--- src/rtl/packer_ctrl.sv ---
// packer_ctrl
//   Control sequencer for the trace-path vector packer. Accepts blocks of
//   1, M or N values, tracks the fill level of the vector being built and
//   drives per-beat write controls (offset / in-vector count / spill count)
//   to the packer datapath. Owns the output valid/ready handshake and the
//   end-of-trace flush that zero-pads and emits a partial vector.
//
//   Optional build macro: PACKER_CTRL_STATS_EN adds saturating statistics
//   counters (stat_vectors, stat_partial, stat_dropped).
//
// Ports
//   clk, reset       clock, synchronous active-high reset
//   tracing          trace enable from the trace controller
//   valid_in         input block valid
//   size_sel         block size: 0=1, 1=M, 2=N, 3=reserved (dropped)
//   in_ready         block accepted when valid_in && in_ready
//   wr_en            datapath write strobe, same cycle as accept
//   wr_offset        start lane in the current vector
//   wr_lo            values written into the current vector
//   wr_hi            values spilled into lanes 0.. of the next vector
//   wr_pad           datapath zero-fills lanes fill..N-1 this cycle
//   out_valid        packed vector available
//   out_partial      qualifies out_valid: vector was flush-padded
//   out_ready        downstream accepts the vector
//   drop_err         one-cycle pulse after a reserved-size accept
//
// State table
//   IDLE  | not tracing, inputs ignored
//   PACK  | accepting blocks and building vectors
//   FLUSH | trace ended, pad and emit any partial vector, then IDLE

module packer_ctrl #(
  parameter  int N  = 8,
  parameter  int M  = 4,
  localparam int FW = $clog2(N) + 1
) (
  input  logic          clk,
  input  logic          reset,
  input  logic          tracing,
  input  logic          valid_in,
  input  logic [1:0]    size_sel,
  output logic          in_ready,
  output logic          wr_en,
  output logic [FW-2:0] wr_offset,
  output logic [FW-1:0] wr_lo,
  output logic [FW-1:0] wr_hi,
  output logic          wr_pad,
  output logic          out_valid,
  output logic          out_partial,
  input  logic          out_ready,
  output logic          drop_err
`ifdef PACKER_CTRL_STATS_EN
  ,
  output logic [31:0]   stat_vectors,
  output logic [31:0]   stat_partial,
  output logic [31:0]   stat_dropped
`endif
);

  typedef enum logic [1:0] {IDLE, PACK, FLUSH} state_t;

  state_t        state;
  logic [FW-1:0] fill;
  logic [FW-1:0] cnt;
  logic          cnt_ok;
  logic          accept;
  logic [FW-1:0] sum;
  logic          wraps;
  logic          out_free;

  always_comb begin
    cnt    = '0;
    cnt_ok = 1'b1;
    case (size_sel)
      2'd0:    cnt = FW'(1);
      2'd1:    cnt = FW'(M);
      2'd2:    cnt = FW'(N);
      default: cnt_ok = 1'b0;
    endcase
  end

  // Output slot is free when empty or being drained this cycle.
  assign out_free  = !out_valid || out_ready;
  assign in_ready  = (state == PACK) && out_free;
  assign accept    = valid_in && in_ready;
  // fill <= N-1 and cnt <= N, so the sum fits in FW bits.
  assign sum       = fill + cnt;
  assign wraps     = sum >= FW'(N);
  assign wr_en     = accept && cnt_ok;
  assign wr_offset = fill[FW-2:0];
  assign wr_lo     = wraps ? (FW'(N) - fill) : cnt;
  assign wr_hi     = wraps ? (sum - FW'(N)) : '0;
  assign wr_pad    = (state == FLUSH) && (fill != '0) && out_free;

  always_ff @(posedge clk) begin
    if (reset) begin
      state       <= IDLE;
      fill        <= '0;
      out_valid   <= 1'b0;
      out_partial <= 1'b0;
      drop_err    <= 1'b0;
    end else begin
      drop_err <= accept && !cnt_ok;

      // Drain first; a vector completing on the same edge overrides below.
      if (out_valid && out_ready) begin
        out_valid   <= 1'b0;
        out_partial <= 1'b0;
      end

      case (state)
        IDLE: begin
          if (tracing) state <= PACK;
        end
        PACK: begin
          if (wr_en) begin
            if (wraps) begin
              fill        <= sum - FW'(N);
              out_valid   <= 1'b1;
              out_partial <= 1'b0;
            end else begin
              fill <= sum;
            end
          end
          if (!tracing) state <= FLUSH;
        end
        FLUSH: begin
          if (fill == '0) begin
            state <= IDLE;
          end else if (wr_pad) begin
            out_valid   <= 1'b1;
            out_partial <= 1'b1;
            fill        <= '0;
            state       <= IDLE;
          end
        end
        default: state <= IDLE;
      endcase
    end
  end

`ifdef PACKER_CTRL_STATS_EN
  logic drop_evt;
  assign drop_evt = (accept && !cnt_ok) ||
                    (valid_in && ((state == IDLE) || (state == FLUSH)));

  always_ff @(posedge clk) begin
    if (reset) begin
      stat_vectors <= '0;
      stat_partial <= '0;
      stat_dropped <= '0;
    end else begin
      if (out_valid && out_ready && (stat_vectors != '1))
        stat_vectors <= stat_vectors + 32'd1;
      if (wr_pad && (stat_partial != '1))
        stat_partial <= stat_partial + 32'd1;
      if (drop_evt && (stat_dropped != '1))
        stat_dropped <= stat_dropped + 32'd1;
    end
  end
`endif

endmodule

--- config.mk ---
export PLATFORM = sky130hd
export DESIGN_NAME = packer_ctrl
export DESIGN_NICKNAME = d
export VERILOG_FILES = /design/src/rtl/packer_ctrl.sv
export SDC_FILE = /design/constraint.sdc
export NUM_CORES = 1
export LEC_CHECK = 0
export BUFFER_PORTS_ARGS = -buffer_cell sky130_fd_sc_hd__buf_4
export CORE_AREA = 4 4 46 48
export DETAILED_ROUTE_END_ITERATION = 8
export DIE_AREA = 0 0 50 52
export PLACE_DENSITY = 0.77
export SKIP_CTS_REPAIR_TIMING = 1
export SLEW_MARGIN = 20
export SYNTH_ARGS = -nofsm -noshare
export SYNTH_HDL_FRONTEND = slang
export SYNTH_SLANG_ARGS = --single-unit
--- constraint.sdc ---
create_clock -name clk -period 2.75 [get_ports clk]
set_clock_uncertainty 0.1 [all_clocks]
set_input_delay 0.4125 -clock clk [delete_from_list [all_inputs] [get_ports clk]]
set_output_delay 0.4125 -clock clk [all_outputs]
set_load 0.1 [all_outputs]
==> results of run 1 <==
[per-stage QoR]
step / area, um^2 / hold WS (ns) / setup TNS, ns
floorplan: 827.0 / 0.3871 / -0.2955
global placement: 980.9 / 0.4098 / 0
detailed placement: 980.9 / 0.4221 / 0
CTS: 1007 / 0.2800 / -0.01947
global route: 1022 / 0.2816 / 0
finish: 1022 / 0.2830 / 0
[worst max-delay path, cell delays in order, from the launching register on]
cell     delay, ns
dfxtp_1       0.43
ha_1          0.31
a31oi_4       0.18
xnor3_2       0.31
buf_4         0.18
and2_1        0.16
buf_4         0.23
[cells by family (layout without fill, tap and decap cells)]
kind of cell / after synthesis / in the layout / share of synthesized area [%]
and+or+nand+nor: 34 / 34 / 24.84
AOI/OAI and AO/OA: 20 / 20 / 20.16
buffers and inverters: 14 / 35 / 8.593
DFF: 9 / 9 / 22.50
adders and majority gates: 8 / 8 / 12.50
muxes: 4 / 4 / 5.781
xor gates and xnor gates: 3 / 3 / 5.156
other: 1 / 1 / 0.4683
[synth_stat cells]
master     count  area share [%]
conb_1         1            0.47
nand2b_4       1             1.7
inv_1          7             3.3
nor3_1         2             1.3
and2_1         3             2.3
ha_1           8              13
clkbuf_1       1            0.47
a21oi_1        7             4.4
xnor3_2        1             3.0
a31oi_1        1            0.78
mux2i_1        2             2.5
buf_4          4             3.8
mux2_4         1             1.9
a211oi_1       1            0.94
o2111ai_1      1             1.1
or4_1          1            0.94
nor2b_1        6             4.7
a31oi_4        3             8.0
and3_1         3             2.3
buf_2          1            0.62
nor2_1         9             4.2
nand2_1        3             1.4
dfxtp_1        9              22
and4_1         1             1.1
buf_1          1            0.47
xor2_1         1             1.1
o31ai_1        1            0.94
or3b_4         1             1.4
nand4_1        2             1.6
xnor2_1        1             1.1
mux2_2         1             1.4
o21ai_0        5             3.1
o211ai_1       1            0.94
nor3b_1        2             1.9
[flip-flops by register name, indices dropped and copies added (netlist names)]
register,flops
out_partial,1
fill,4
out_valid,1
state,2
drop_err,1
[worst min path at each step]
| stage | start | to | slack (ns) | cells after the start |
|---|---|---|---|---|
| 5_1_grt | reset | fill[1] | 0.28 | 2 |
| 3_3_place_gp | state[0] | state[0] | 0.41 | 2 |
| 2_1_floorplan | state[1] | state[1] | 0.39 | 2 |
| 3_5_place_dp | state[0] | state[0] | 0.42 | 2 |
| 4_1_cts | reset | fill[0] | 0.28 | 2 |
| 6_report | reset | fill[0] | 0.28 | 2 |
[layout make-up]
class | count | area share, %
inverter | 7 | 2.570
sequential | 9 | 17.63
timing repair buffer | 24 | 17.63
clock buffer | 4 | 2.570
multi-input combinational | 70 | 56.55
tap | 25 | 3.060
[metal layers]
| metal | routed length [um] | vias up | track usage (%) |
|---|---|---|---|
| li1 | - | 366 | - |
| met5 | 0 | - | 0 |
| met2 | 883 | 14 | 26.74 |
| met1 | 724 | 327 | 15.74 |
| met3 | 76 | 2 | 4.298 |
| met4 | 9 | 0 | 3.226 |
[power breakdown]
part	internal (mW)	switching [mW]
Clock	0.0561	0.0493
Combinational	0.151	0.328
Sequential	0.146	0.0130
Total	0.353	0.391
==> results.md, run 1 <==
* Unrepaired setup endpoints after global routing: no
* WP data required at 2.24 ns
* Post-Syn Area at 800.8 um^2
* Routed wire length at 1693 um
* Crit path from: fill[2]
* Die Wd at 50 um
* Crit path kind: reg -> out
* Final ANT Viol Nets at 0
* Reg-to-reg slack, setup at 0.94 ns
* Crit. End Element: output port
* Arrival @ worst endpoint at 2.08 ns
* Avg Cell Area, Syn at 8.610 um^2
* R2r endpoint: out_partial
* Total power at 0.7435 mW
* First-pass GRT wire length at 2932 um
* Crit start category: register
* GP Congestion at 0.7981
* 1st-pass router iterations at 2
* Syn_nets at 108
* Clock Tree Root: clkbuf_4
* DPL Wire Length at 1344 um
* H-tree levels at 1
* Max Cap Violations at 0
* Final Util at 59.85%
* Residual DRC at 0
* Number of global-route vias before repair at 698
* Nets@finish at 130
* Min Clock Period, post-route at 2.589 ns
* Footprint of the multi-input gates at 578.1 um^2
* Wirelength per Cell at 12.18 um
* VDD IR max at 515.6 uV
* Number of vias per cell at 5.101
* CTS buffer count at 3
* Antenna cell count at 0
* CTS max path bufs at 2
* Die ar. at 2600 um^2
* CTS sink count at 9
* Status: finished clean
* Setup WS pre-CTS at 0.01182 ns
* Final Hold Vio Count at 0
* Area Growth Syn to Fin at 27.66%
* RR Startpoint: fill[2]
* DR vias at 709
* Final period utilization at 94.13%
* Worst-path fanout max at 6
* Layout cells sized above 1 at 34.21%
* Fmax at 0.3863 GHz
* Die Span Y at 52 um
* Initial core utilization at 46.89%
* Sequential share of the synthesized area at 22.50%
* I/O pin count at 24
* Gate Count Post-Synth at 93
* Gr usage total at 14.34%
* Hold Crit Class: in -> reg
* Most common cell after layout, fill and taps aside: buf_4
* Most frequent cells in the layout: buf_4, dfxtp_1, nor2_1, ha_1, inv_1
* Initial antenna violation count at 0
* Setup ws final at 0.1614 ns
* Largest net degree at the start of global routing at 10
* CTS tree: built
* Core Region at 1708 um^2
* Worst Setup EP: wr_hi[1]
* Final setup vio count at 0
* PortBufs at 22
* Reg clk slew, reported paths at 0.06 ns
* Clk_lat worst skew at 0.26 ns
* #FFs+latches synth at 9
* Total power density per cell area at 727.3 nW/um^2
* # rows at 15
* Filler cells at 164
* Gr ovfl total at 0
* Slew Limit Fails at 0
* Ys Warns at 0
* Inst Count DP at 133
* Post-Layout Cell Count at 139
* Reg2Reg Depth at 5
* Sequential cell area at 180.2 um^2
* DR iter-0 viols at 4
* Library cells used by synthesis at 34
* LEAKAGE at 0.4472 nW
No activity file was read; power rests on OpenSTA's default activity.
==> run 2: changes to the inputs <==
- PLACE_DENSITY: 0.77 -> 0.73
==> run 2 against run 1 <==
Net effect:
- final area down 1.3%
- critical path depth is 1 higher
- clock power about the same
- die area unchanged
- register-to-register slack about the same
- global-route usage fell by 0.66 points
- clock-buffer cell count decreased by 1
- worst setup slack worse by 0.084 ns
- worst hold slack worse by 0.0068 ns
- maximum frequency fell by 3.1%
- largest power group unchanged
- highest routed layer is now met3
==> results.md, run 2 (synthesized netlist as in run 1, its figures left out) <==
* Status: finished clean
* Clk_lat worst skew at 0.27 ns (about the same)
* First-pass GRT wire length at 2787 um (-4.9%)
* Placed Area at 980.9 um^2 (unchanged)
* Unrepaired setup endpoints after global routing: no
* Die ar. at 2600 um^2 (unchanged)
* Max Cap Violations at 0 (unchanged)
* CTS sink count at 9 (unchanged)
* # rows at 15 (unchanged)
* Logic pwr share at 64.3% (-0.2 points)
* Wirelength per Cell at 11.93 um (-2.1%)
* Arrival @ worst endpoint at 2.16 ns (+0.08 ns)
* Clock share of power at 14.2% (about the same)
* Die Span Y at 52 um (unchanged)
* Core Region at 1708 um^2 (unchanged)
* Internal power at 0.3475 mW (-1.5%)
* Final Hold Vio Count at 0 (unchanged)
* DR vias at 686 (-3.2%)
* Layout cells sized above 1 at 33.93% (-0.28 points)
* Hold_sp: reset
* RR Startpoint: fill[0]
* Antenna cell count at 0 (unchanged)
* Crit path kind: in -> out
* GP Congestion at 0.7942 (-0.49%)
* DR iter-0 viols at 11 (+7)
* Clock Tree Root: clkbuf_4
* Most common cell after layout, fill and taps aside: buf_4
* CTS max path bufs at 2 (unchanged)
* P_sw at 0.3911 mW (about the same)
* CTS buffer count at 3 (unchanged)
* Largest register FFs at 4 (unchanged)
* Initial core utilization at 46.89% (unchanged)
* Min Clock Period, post-route at 2.672 ns (+0.08389 ns)
* LEAKAGE at 0.4397 nW (-1.7%)
* Number of global-route vias before repair at 644 (-7.7%)
* Reg clk slew, reported paths at 0.08 ns (+0.02 ns)
* Number of vias per cell at 5.007 (-1.8%)
* Residual DRC at 0 (unchanged)
* H-tree levels at 1 (unchanged)
* Final Util at 59.05% (-0.81 points)
* Final ANT Viol Nets at 0 (unchanged)
* Routed wire length at 1634 um (-3.5%)
* Reg-to-reg slack, setup at 0.93 ns (about the same)
* DPL Wire Length at 1372 um (+2.2%)
* Crit start category: input pin
* Die Wd at 50 um (unchanged)
* Fmax at 0.3742 GHz (-3.1%)
* Final period utilization at 97.18% (+3.1 points)
* PortBufs at 22 (unchanged)
* Hold Crit Class: in -> reg
* 1st-pass router iterations at 4 (+2)
* Slew Limit Fails at 0 (unchanged)
* Area Growth Syn to Fin at 25.94%
* Crit. End Element: output port
* Gr ovfl total at 0 (unchanged)
* CTS tree: built
* R2r endpoint: fill[2]
* Worst-path fanout max at 9 (+3)
* WP data required at 2.24 ns (about the same)
* Largest regs: fill: 4 flops, state: 2 flops
* Worst Hold Path Cells at 2 (unchanged)
* I/O pin count at 24 (unchanged)
* Final Instance Area at 1008 um^2 (-1.3%)
* Initial antenna violation count at 0 (unchanged)
* Final setup vio count at 0 (unchanged)
* Switching portion of total power at 52.95% (+0.40 points)
* Reg with most FFs: fill
* Gr usage total at 13.68% (-0.66 points)
* Most frequent cells in the layout: buf_4, dfxtp_1, nor2_1, ha_1, inv_1
* Min-Delay Endpoint: fill[1]
* Sequential Power Share at 21.6% (+0.2 points)
* Largest net degree at the start of global routing at 10 (unchanged)
* VDD IR max at 497.3 uV (-3.5%)
* Total power density per cell area at 732.4 nW/um^2 (+0.69%)
* Reg2Reg Depth at 5 (unchanged)
* Nets@finish at 128 (-1.5%)
[run 2: cell types whose count changed in the layout (fill, tap and decap cells not counted)]
cell and change:
clkbuf_1 -1, buf_4 -2, clkinv_2 +1
[run 2: power by group through the flow]
stage	logic, mW	clock network, mW	registers, mW
6_report	0.475	0.105	0.159
2_1_floorplan	0.398	0	0.165
3_3_place_gp	0.469	0	0.161
3_5_place_dp	0.475	0	0.162
4_1_cts	0.476	0.108	0.159
5_1_grt	0.513	0.116	0.161
[run 2: how the worst max path moves through the flow]
stage	startpoint	slack, ns	end
2_1_floorplan	size_sel[0]	-0.30	wr_lo[3]
3_3_place_gp	size_sel[0]	0.05	wr_lo[0]
3_5_place_dp	size_sel[1]	-0.03	wr_lo[0]
4_1_cts	size_sel[1]	-0.03	wr_lo[0]
5_1_grt	size_sel[1]	0.01	wr_lo[0]
6_report	size_sel[1]	0.08	wr_lo[0]
[run 2: metrics by stage]
step                      setup TNS, ns  hold WS [ns]  total power [mW]  instances  setup slack, ns
after floorplan                 -0.2955        0.3871            0.5634         93          -0.2955
after global placement                0        0.4086            0.6307        133          0.05411
after detailed placement       -0.02742        0.4179            0.6367        133         -0.02742
after CTS                      -0.02797        0.2726            0.7435        137         -0.02797
after global routing                  0        0.2777            0.7901        137          0.01426
final                                 0        0.2763            0.7386        137          0.07753
[run 2: area by class of cell]
class | count | area (um^2)
well taps | 25 | 31.28
flip-flops and latches | 9 | 180.2
clock inverters | 1 | 5.005
repair buffers | 22 | 165.2
inverters | 7 | 26.28
clock buffers | 3 | 22.52
multi-input cells | 70 | 578.1
fillers | 157 | 699.4
[run 2: critical path: stages]
cell,delay [ns]
buf_4,0.12
nor2b_1,0.19
ha_1,0.32
a31oi_4,0.18
xnor3_2,0.38
mux2_4,0.33
buf_4,0.23
[run 2: per-layer routing]
metal	share of wire [%]	track usage, %
met1	44	15.77
met2	53	25.22
met3	3.5	4.298
met4	0	1.382
met5	0	0
==> run 3: changes to the inputs <==
--- a/config.mk
+++ b/config.mk
@@ -7,7 +7,7 @@
 export LEC_CHECK = 0
 export BUFFER_PORTS_ARGS = -buffer_cell sky130_fd_sc_hd__buf_4
-export CORE_AREA = 4 4 46 48
+export CORE_AREA = 3 3 45 47
 export DETAILED_ROUTE_END_ITERATION = 8
-export DIE_AREA = 0 0 50 52
+export DIE_AREA = 0 0 48 50
 export PLACE_DENSITY = 0.73
 export SKIP_CTS_REPAIR_TIMING = 1
==> constraint.sdc (replaced) <==
create_clock -name clk -period 2.75 [get_ports clk]
set_clock_uncertainty 0.1 [all_clocks]
set_input_delay 0.55 -clock clk [delete_from_list [all_inputs] [get_ports clk]]
set_output_delay 0.55 -clock clk [all_outputs]
set_load 0.1 [all_outputs]
==> run 3 against run 2 <==
Net effect:
- register-to-register slack hardly changed
- first-iteration DRC count up 18%
- largest power group unchanged
- maximum frequency shrank 0.13%
- worst hold slack gained 0.14 ns
- worst setup slack got worse by 0.0034 ns
- final area up 9.7%
==> results.md, run 3 (synthesized netlist as in run 1, its figures left out) <==
* 1st-pass router iterations at 4 (unchanged)
* Largest regs: fill: 4 flops, state: 2 flops
* Sequential cell area at 181.4 um^2 (+0.69%)
* Filler cells at 146 (-7.0%)
* Layout cells sized above 1 at 44.07% (+10 points)
* Cells along the critical path: buf_6, nor2b_4, ha_4, a31oi_4, xnor3_2, mux2_4, buf_12
* Final Util at 65.48% (+6.4 points)
* Final setup vio count at 0 (unchanged)
* Worst Setup EP: wr_lo[0]
* Final Hold Vio Count at 0 (unchanged)
* Die Span Y at 50 um (-3.8%)
* PortBufs at 22 (unchanged)
* Residual DRC at 0 (unchanged)
* Initial antenna violation count at 0 (unchanged)
* Final period utilization at 97.30% (+0.12 points)
* Slew Limit Fails at 0 (unchanged)
* LEAKAGE at 0.4815 nW (+9.5%)
* TNS Setup at 0 ns (unchanged)
* Die ar. at 2400 um^2 (-7.7%)
* Die Wd at 48 um (-4.0%)
* Unrepaired setup endpoints after global routing: no
* H-tree levels at 1 (unchanged)
* Clk_lat worst skew at 0.26 ns (about the same)
* Reg2Reg Depth at 5 (unchanged)
* Area Growth Syn to Fin at 38.12%
* Clock Tree Root: clkbuf_4
* Crit path kind: in -> out
* # rows at 15 (unchanged)
* Worst-path fanout max at 8 (-1)
* Gr usage total at 16.44% (+2.8 points)
* Reg clk slew, reported paths at 0.06 ns (-0.02 ns)
* Most common cell after layout, fill and taps aside: buf_4
* CP max stage cell: xnor3_2
* CTS tree: built
* WP data required at 2.10 ns (-0.14 ns)
* Total power density per cell area at 695.1 nW/um^2 (-5.1%)
* Footprint of the multi-input gates at 615.6 um^2 (+6.5%)
* Arrival @ worst endpoint at 2.03 ns (-0.13 ns)
* CTS max path bufs at 2 (unchanged)
* CP Buf/Inv Count at 2 (unchanged)
* Nets@finish at 134 (+4.7%)
* I/O pin count at 24 (unchanged)
* Fmax at 0.3737 GHz (-0.13%)
* Hold Crit Class: in -> reg
* Wirelength per Cell at 12.84 um (+7.7%)
* Number of vias per cell at 5.437 (+8.6%)
* Number of global-route vias before repair at 673 (+4.5%)
* Initial core utilization at 47.41% (+0.52 points)
* DR iter-0 viols at 13 (+2)
* Status: finished clean
* Crit path from: size_sel[0]
* Antenna cell count at 0 (unchanged)
* First-pass GRT wire length at 2891 um (+3.7%)
* Largest net degree at the start of global routing at 10 (unchanged)
* Family with the most delay on the worst path: XOR/XNOR gates
* Most frequent cells in the layout: buf_4, dfxtp_1, inv_1, nor2_1
* Crit path depth at 7 (unchanged)
* CTS buffer count at 3 (unchanged)
* Critical Path Max Stage Delay at 0.36 ns (-0.02 ns)
* CTS sink count at 9 (unchanged)
* Reg-to-reg slack, setup at 0.93 ns (about the same)
* VDD IR max at 486.2 uV (-2.2%)
* Max Cap Violations at 0 (unchanged)
* Final ANT Viol Nets at 0 (unchanged)
* RR Startpoint: fill[0]
* GP Congestion at 0.7832 (-1.4%)
* DPL Wire Length at 1448 um (+5.5%)
* Crit start category: input pin
* Crit. End Element: output port
* Core Region at 1689 um^2 (-1.1%)
* Largest register FFs at 4 (unchanged)
* DR vias at 734 (+7.0%)
* R2r endpoint: fill[2]
* Routed wire length at 1734 um (+6.1%)
* Reg with most FFs: fill
* Gr ovfl total at 0 (unchanged)
* Min Clock Period, post-route at 2.676 ns (+0.003402 ns)
==> run 3: report_power, final <==
part / switching (mW) / internal [mW] / total [mW]
combinational: 0.337 / 0.168 / 0.505
clock: 0.0474 / 0.0536 / 0.101
sequential: 0.0165 / 0.146 / 0.163
==> run 3: area by class of cell <==
class	count	area share, %
Multi-Input combinational cell	70	55.66
Timing Repair Buffer	28	21.15
Sequential cell	9	16.40
Inverter	7	2.376
Clock buffer	3	2.036
Tap cell	17	1.923
Clock inverter	1	0.4525
==> run 3: per-layer routing <==
metal / part of all wire [%] / GRT usage, % / wire (um)
met1: 42 / 20.83 / 729
met2: 53 / 26.21 / 921
met3: 4.8 / 6.569 / 83
met4: 0 / 2.242 / 0
met5: 0 / 0 / 0
==> run 3: worst min path at each step <==
stage | slack [ns] | cells after the start | start | end
after floorplan | 0.39 | 2 | state[1] | state[1]
after detailed placement | 0.44 | 2 | state[1] | state[1]
after global placement | 0.41 | 2 | state[0] | state[0]
after CTS | 0.40 | 2 | reset | fill[1]
final | 0.42 | 2 | reset | fill[1]
after global routing | 0.42 | 3 | valid_in | drop_err
==> run 3: stage by stage <==
step           area [um^2]  worst slack [ns]  std cells  power, mW  hold WS (ns)
3_5_place_dp          1041          -0.04496        130     0.6609        0.4390
3_3_place_gp          1041          -0.01995        130     0.6468        0.4092
5_1_grt               1106         0.0006553        135     0.8201        0.4215
4_1_cts               1069          -0.04050        134     0.7656        0.4044
6_report              1106           0.07413        135     0.7689        0.4168
2_1_floorplan        859.6           0.02274         93     0.5718        0.3871
